[config.mk]
export PLATFORM = sky130hd
export DESIGN_NAME = wb_ram_slave
export DESIGN_NICKNAME = d
export VERILOG_FILES = /design/src/rtl/wb_ram_slave.sv
export SDC_FILE = /design/constraint.sdc
export NUM_CORES = 1
export LEC_CHECK = 0
export CORE_UTILIZATION = 28
export CTS_CLUSTER_DIAMETER = 80
export DETAILED_ROUTE_END_ITERATION = 6
export PLACE_DENSITY = 0.79
export SETUP_SLACK_MARGIN = 0.3
export SLEW_MARGIN = 20
export SYNTH_ARGS = -nofsm -noshare
export SYNTH_HDL_FRONTEND = slang
export SYNTH_SLANG_ARGS = --single-unit
[constraint.sdc]
create_clock -name clk_i -period 1.96 [get_ports clk_i]
set_input_delay 0.392 -clock clk_i [delete_from_list [all_inputs] [get_ports clk_i]]
set_output_delay 0.392 -clock clk_i [all_outputs]
set_load 0.01 [all_outputs]
[src/rtl/wb_ram_slave.sv]
// Wishbone B3 slave front end for a single-port RAM with one cycle of registered read latency.
// Classic accesses take two cycles; incrementing read bursts run one beat per cycle via address prefetch.
module wb_ram_slave #(
    parameter int ADR_WIDTH = 12,
    parameter bit BURST_EN  = 1'b1
) (
    input  logic                 clk_i,
    input  logic                 rst_i,
    input  logic                 wb_cyc_i,
    input  logic                 wb_stb_i,
    input  logic                 wb_we_i,
    input  logic [31:0]          wb_adr_i,
    input  logic [3:0]           wb_sel_i,
    input  logic [31:0]          wb_dat_i,
    input  logic [2:0]           wb_cti_i,
    input  logic [1:0]           wb_bte_i,
    output logic [31:0]          wb_dat_o,
    output logic                 wb_ack_o,
    output logic                 ram_we_o,
    output logic [ADR_WIDTH-1:0] ram_adr_o,
    output logic [3:0]           ram_be_o,
    output logic [31:0]          ram_dat_o,
    input  logic [31:0]          ram_dat_i
);

    localparam logic [2:0] CTI_INCR = 3'b010;

    typedef enum logic {
        IDLE  = 1'b0,
        BURST = 1'b1
    } state_t;

    state_t               state_q;
    logic                 ack_q;
    logic [ADR_WIDTH-1:0] nxt_adr_q;

    logic                 req;
    logic                 rd_incr;
    logic [ADR_WIDTH-1:0] wb_word;
    logic                 unused_adr_bits;

    // Wrapping bursts only advance the low 2/3/4 bits; upper address bits stay put.
    function automatic logic [ADR_WIDTH-1:0] incr(input logic [ADR_WIDTH-1:0] a,
                                                  input logic [1:0]           bte);
        logic [ADR_WIDTH-1:0] mask;
        logic [ADR_WIDTH-1:0] sum;
        sum = a + ADR_WIDTH'(1);
        case (bte)
            2'b01:   mask = ADR_WIDTH'(4'h3);
            2'b10:   mask = ADR_WIDTH'(4'h7);
            2'b11:   mask = ADR_WIDTH'(4'hF);
            default: mask = '1;
        endcase
        return (a & ~mask) | (sum & mask);
    endfunction

    assign req             = wb_cyc_i & wb_stb_i;
    assign rd_incr         = req & ~wb_we_i & (wb_cti_i == CTI_INCR);
    assign wb_word         = wb_adr_i[ADR_WIDTH+1:2];
    assign unused_adr_bits = ^{wb_adr_i[31:ADR_WIDTH+2], wb_adr_i[1:0]};

    assign ram_adr_o = (state_q == BURST && !wb_we_i) ? nxt_adr_q : wb_word;
    assign ram_we_o  = req & wb_we_i & ack_q & ~rst_i;
    assign ram_be_o  = wb_sel_i;
    assign ram_dat_o = wb_dat_i;
    assign wb_ack_o  = ack_q;
    assign wb_dat_o  = (ack_q & ~wb_we_i & ~rst_i) ? ram_dat_i : 32'h0;

    always_ff @(posedge clk_i) begin
        if (rst_i) begin
            state_q   <= IDLE;
            ack_q     <= 1'b0;
            nxt_adr_q <= '0;
        end else begin
            case (state_q)
                IDLE: begin
                    // A strobe still held during the ack cycle belongs to the beat just acked.
                    if (ack_q) begin
                        ack_q <= 1'b0;
                    end else if (req) begin
                        ack_q <= 1'b1;
                        if (BURST_EN && rd_incr) begin
                            state_q   <= BURST;
                            nxt_adr_q <= incr(ram_adr_o, wb_bte_i);
                        end
                    end
                end
                BURST: begin
                    if (rd_incr) begin
                        ack_q     <= 1'b1;
                        nxt_adr_q <= incr(nxt_adr_q, wb_bte_i);
                    end else begin
                        state_q <= IDLE;
                        ack_q   <= 1'b0;
                    end
                end
                default: begin
                    state_q <= IDLE;
                    ack_q   <= 1'b0;
                end
            endcase
        end
    end

endmodule

== Word-level counts from Yosys, hierarchy flattened ==
Index checks and enable logic that the tools add are counted.

* Bitwise logic cells: 19
* Muxes and demuxes: 22
* Reduce and logical (&&, ||, !) cells: 3
* Add/sub/neg operators: 2
* Eq/ne operators: 8

{| class="wikitable"
|+ Operators with widths
! kind !! number
|-
| 12-bit two-way mux || 12
|-
| 12-bit AND || 4
|-
| 12-bit one-hot mux with 3 select lines || 1
|-
| 32-bit two-way mux || 1
|-
| 12-bit by 1-bit adder with 12-bit output (second input constant) || 2
|-
| 12-bit inverter || 2
|-
| 12-bit OR || 2
|-
| 12-bit one-hot mux with 2 select lines || 1
|-
| 1-bit AND || 8
|-
| 2-bit != test (second input constant) || 3
|-
| 1-bit two-way mux || 5
|-
| 2-bit == test (second input constant) || 2
|-
| 1-bit one-hot mux with 2 select lines || 2
|-
| 4-bit AND reduction || 1
|-
| 3-bit by 2-bit == test with 1-bit output (second input constant) || 1
|-
| 1-bit inverter || 3
|-
| 2-bit by 1-bit == test with 1-bit output (second input constant) || 1
|-
| 2-bit by 1-bit != test with 1-bit output (second input constant) || 1
|-
| 1-bit logical AND || 1
|-
| 1-bit zero test || 1
|}

* Output and inout port bits: 82
* Register bits: 14
* Word-level logic and storage cells: 57

== Logic depth before layout (Yosys ltp) ==
* Depth after elaboration: 15
* Depth in mapped cells: 11
* Gate-level depth less buffers: 9

== Worst setup path after synthesis ==
No wires, ideal clock.

* Kind: register to register
* Start point: reg state_q
* End point: reg with a tool-made name
* Cell stages (with the launch flop): 10
* Arrival time: 1.988 ns
* Path buffers: 2
* Required time: 1.898 ns
* Setup slack: -0.090 ns
* Cell sequence: dfxtp_1 -> nor2b_1 -> buf_6 -> clkbuf_1 -> nand2_1 -> nand2_1 -> ha_1 -> nand2_1 -> or4_1 -> nand3_1

{| class="wikitable"
|+ RTL lines
! what !! line !! RTL
|-
| start, declared || 33 || <nowiki>state_t state_q;</nowiki>
|-
| start signal, assigned || 71 || <nowiki>state_q <= IDLE;</nowiki>
|-
| start signal, assigned || 83 || <nowiki>state_q <= BURST;</nowiki>
|-
| start signal, assigned || 93 || <nowiki>state_q <= IDLE;</nowiki>
|}

==> metrics.md <==
| Metric | Value |
|---|---|
| Asr flop ratio synth | `0%` |
| Clk sinks | `14` |
| I/O pin total | `192` |
| Period minus WS final | `1.83 ns` |
| Initial DRT Pass Iterations | `6` |
| Placed standard-cell area | `0.00332 mm2` |
| Critical path class | `input pin to flip-flop` |
| GPL Wtd Cong | `~1.1` |
| Layout cells sized above 1 | `53.9%` |
| Pre-CTS setup slack | `-0.588 ns` |
| Period Utilization, post-route | `93.2%` |
| Xor/xnor share of the synthesized area | `2.21%` |
| First-pass GRT wire length | `12,600 um` |
| DP HPWL | `a little under 6000 um` |
| Post-synth top area cell | `dfxtp_1` |
| Crit-path max FO | `5` |
| Power, Total | `914 uW` |
| DRC viols | `0` |
| Yosys reg bits | `14` |
| Starting Density | `29.0%` |
| Reg clk slew, reported paths | `0.06 ns` |
| Vias in the first global route | `2,582` |
| Skew final | `0.00365 ns` |
| RSZ-0062 raised after global routing | `yes` |
| Chip Height | `86.1 um` |
| FF-to-FF setup slack | `0.14 ns` |
| CTS tree | `done` |
| Worst-margin pin slew | `0.470 ns` |
| Largest family of logic cells by synthesized area | `simple AND/OR/NAND/NOR gates` |
| Max-cap violations | `0` |
| DIE WIDTH | `86.1 um` |
| Cell variety after synth | `57` |
| Post-Synthesis Cell Area | `0.00198 mm2` |
| Min-Delay Path Class | `input pin to flip-flop` |
| CP Capture Type | `flip-flop` |
| Power Density | `approximately 230 mW/mm2` |
| Die ar. | `0.00741 mm2` |
| Hold Buf Count CTS | `0` |
| Drt initial violations | `157` |
| Top cells by area, synth | `dfxtp_1 (14%), buf_4 (14%), and2_1 (10%)` |
| Vias | `2,702` |
| Met1 GRT Util | `25.3%` |
| Most crowded layer after global routing | `met2` |
| Worst Slack Setup Final | `0.133 ns` |
| Routed WL | `8810 um` |
| Register area share after synthesis | `14.2%` |
| Status | `complete, no violations` |
| Achievable frequency | `547 MHz` |
| Most frequent cell after synthesis | `nand2_1` |
| H-tree levels | `1` |
| Slew margin rel. | `68.4%` |
| Critical Path RT | `2.13 ns` |
| Data arrival, critical path | `2.00 ns` |
| GRT overflow | `0` |
| GRT Total Usage | `a little over a fifth` |
| Crit-path cells | `buf_12, buf_6, nor4b_4, buf_4, and2_4, nand3_4, or4_4, o211ai_1` |
| CTS root buf | `clkbuf_8` |
| Area grow syn2layout | `102%` |
| Core Util, Final | `58.6%` |
| Clock Latency Late Sink | `about 0.25 ns` |
| Crit path max-delay family | `simple AND/OR/NAND/NOR gates` |
| Synth Area in Compound Gates | `16.7%` |
| Synth Area in Adders | `about 2.5%` |
| Slowest-stage cell, CP | `or4_4` |
| CTS Buf Count | `3` |
| Post-synth EDFFs | `0` |
| Top-area cell type share of the netlist area | `14.2%` |
| Final Hold Fails | `0` |
| Worst Reg2Reg Path Length in Cells | `7` |
| Antenna viol nets, final | `0` |
| M3 GR Usage | `about 5%` |
| Hold path depth | `3` |
| Synth Area in Simple Gates | `42.8%` |
| Mapped Cells | `284` |
| Static Leak | `0.00180 uW` |
| Ys flop type | `dfxtp_1` |
| Final setup vio count | `0` |
| WP depth | `8` |
| Max-slew violations | `0` |
| Peak supply drop | `0.199 mV` |
| Row cnt | `30` |
| Worst setup SP type | `input pin` |
| Synthesis warning total | `0` |
| Syn Nets | `roughly 400` |
| Final nets | `543` |
| Fillers | `588` |
| Via density | `slightly above 5` |
| Initial antenna violation count | `0` |
| Post-synthesis mux area share | `under 10%` |
| DR WL/cell | `~17 um` |
| Hold Path Origin | `rst_i` |
| Met2 global-route usage | `38.2%` |
| Core Region | `0.00683 mm2` |
| Antenna cell count | `0` |
| Largest stage delay on the critical path | `0.52 ns` |
| List of most frequent post-synthesis cells | `nand2_1 (53), buf_4 (37), and2_1 (33), dfxtp_1 (14), nor2_1 (11)` |
| Reg-to-Reg Start | `state_q` |
| TNS Setup | `0 ns` |
| Design Area, Final | `roughly 0.004 mm2` |
| Clk buf depth | `2` |
| Worst Path Buf+Inv | `3` |
| Port Buf Inserts | `between 90 and 100` |
| Pin count of the biggest net entering global routing | `16` |
| Avg Cell Area, Syn | `6.97 um2` |
-- worst reg2reg max path: cells and delay by family (launching register included) --
kind                   cells  cell delay, ns
AOI/OAI and AO/OA          2            0.24
buffers and inverters      2            0.29
DFF                        1            0.37
and+or+nand+nor            3            0.84
-- stage by stage --
step	std cells	hold slack [ns]
after detailed placement	487	0.592
final	523	0.538
after global routing	523	0.545
after CTS	514	0.536
after global placement	487	0.578
after floorplan	284	0.526
-- logic make-up (layout without fill, tap and decap cells) --
group / Yosys count / after routing
AO/OA/AOI/OAI: 44 / 44
adder cells (fa/ha/maj): 4 / 4
flip-flops: 14 / 14
multiplexers: 6 / 6
XOR/XNOR: 5 / 5
AND/OR/NAND/NOR: 153 / 153
buffers and inverters: 58 / 201
-- area by class of cell --
cell class | count | area (um2) | area share [%]
inverters | 6 | 37.5 | 0.938
repair buffers | 192 | 1860 | 46.6
clock buffers | 3 | 41.3 | 1.03
multi-input cells | 212 | 1650 | 41.2
well taps | 96 | 120 | 3.00
flip-flops and latches | 14 | 290 | 7.25
-- layout by cell type, fill, tap and decap left out, types with 4 or more instances in the layout --
master            n
buf_4            71
buf_6            52
nand2_1          42
clkdlybuf4s50_1  38
and2_4           34
dlygate4sd2_1    12
nor2_1           11
dfxtp_1           8
nand2_4           6
nand2_2           6
nand3_1           6
nor4_1            6
a21oi_1           6
and3_1            6
nor3_1            5
nand4_1           5
o21ai_0           5
dfxtp_2           5
mux2i_1           4
o211ai_1          4
buf_12            4
clkdlybuf4s15_2   4
-- worst max path at each step --
stage | startpoint | endpoint | slack (ns)
final | wb_we_i | flip-flop | 0.13
after global routing | wb_we_i | flip-flop | 0.07
after CTS | nxt_adr_q[1] | flip-flop | 0.17
after detailed placement | wb_we_i | ram_adr_o[9] | -0.59
after global placement | wb_we_i | flip-flop | -0.54
after floorplan | wb_bte_i[1] | flip-flop | 0.17
-- report_power, final --
| group | switching [uW] | leakage [uW] | total (uW) | internal [uW] |
|---|---|---|---|---|
| Sequential | 4.38 | 0.000116 | 291 | 287 |
| Combinational | 150 | 0.00166 | 377 | 227 |
| Clock | 110 | 0.0000216 | 246 | 136 |
| Total | 264 | 0.00180 | 914 | 650 |
-- layer usage --
layer / part of all wire [%] / vias up
met5: 0 / -
met1: 38 / 1260
met2: 52 / 156
li1: - / 1252
met3: 7.0 / 34
met4: 3.1 / 0
-- repair_timing --
action | in CTS | in global routing
gates cloned | 4 | 0
setup buffers | 20 | 9
gates resized for setup | 270 | 62
setup endpoints to repair | 59 | 57
pin swaps | 46 | 27
(Power assumes the default switching activity.)
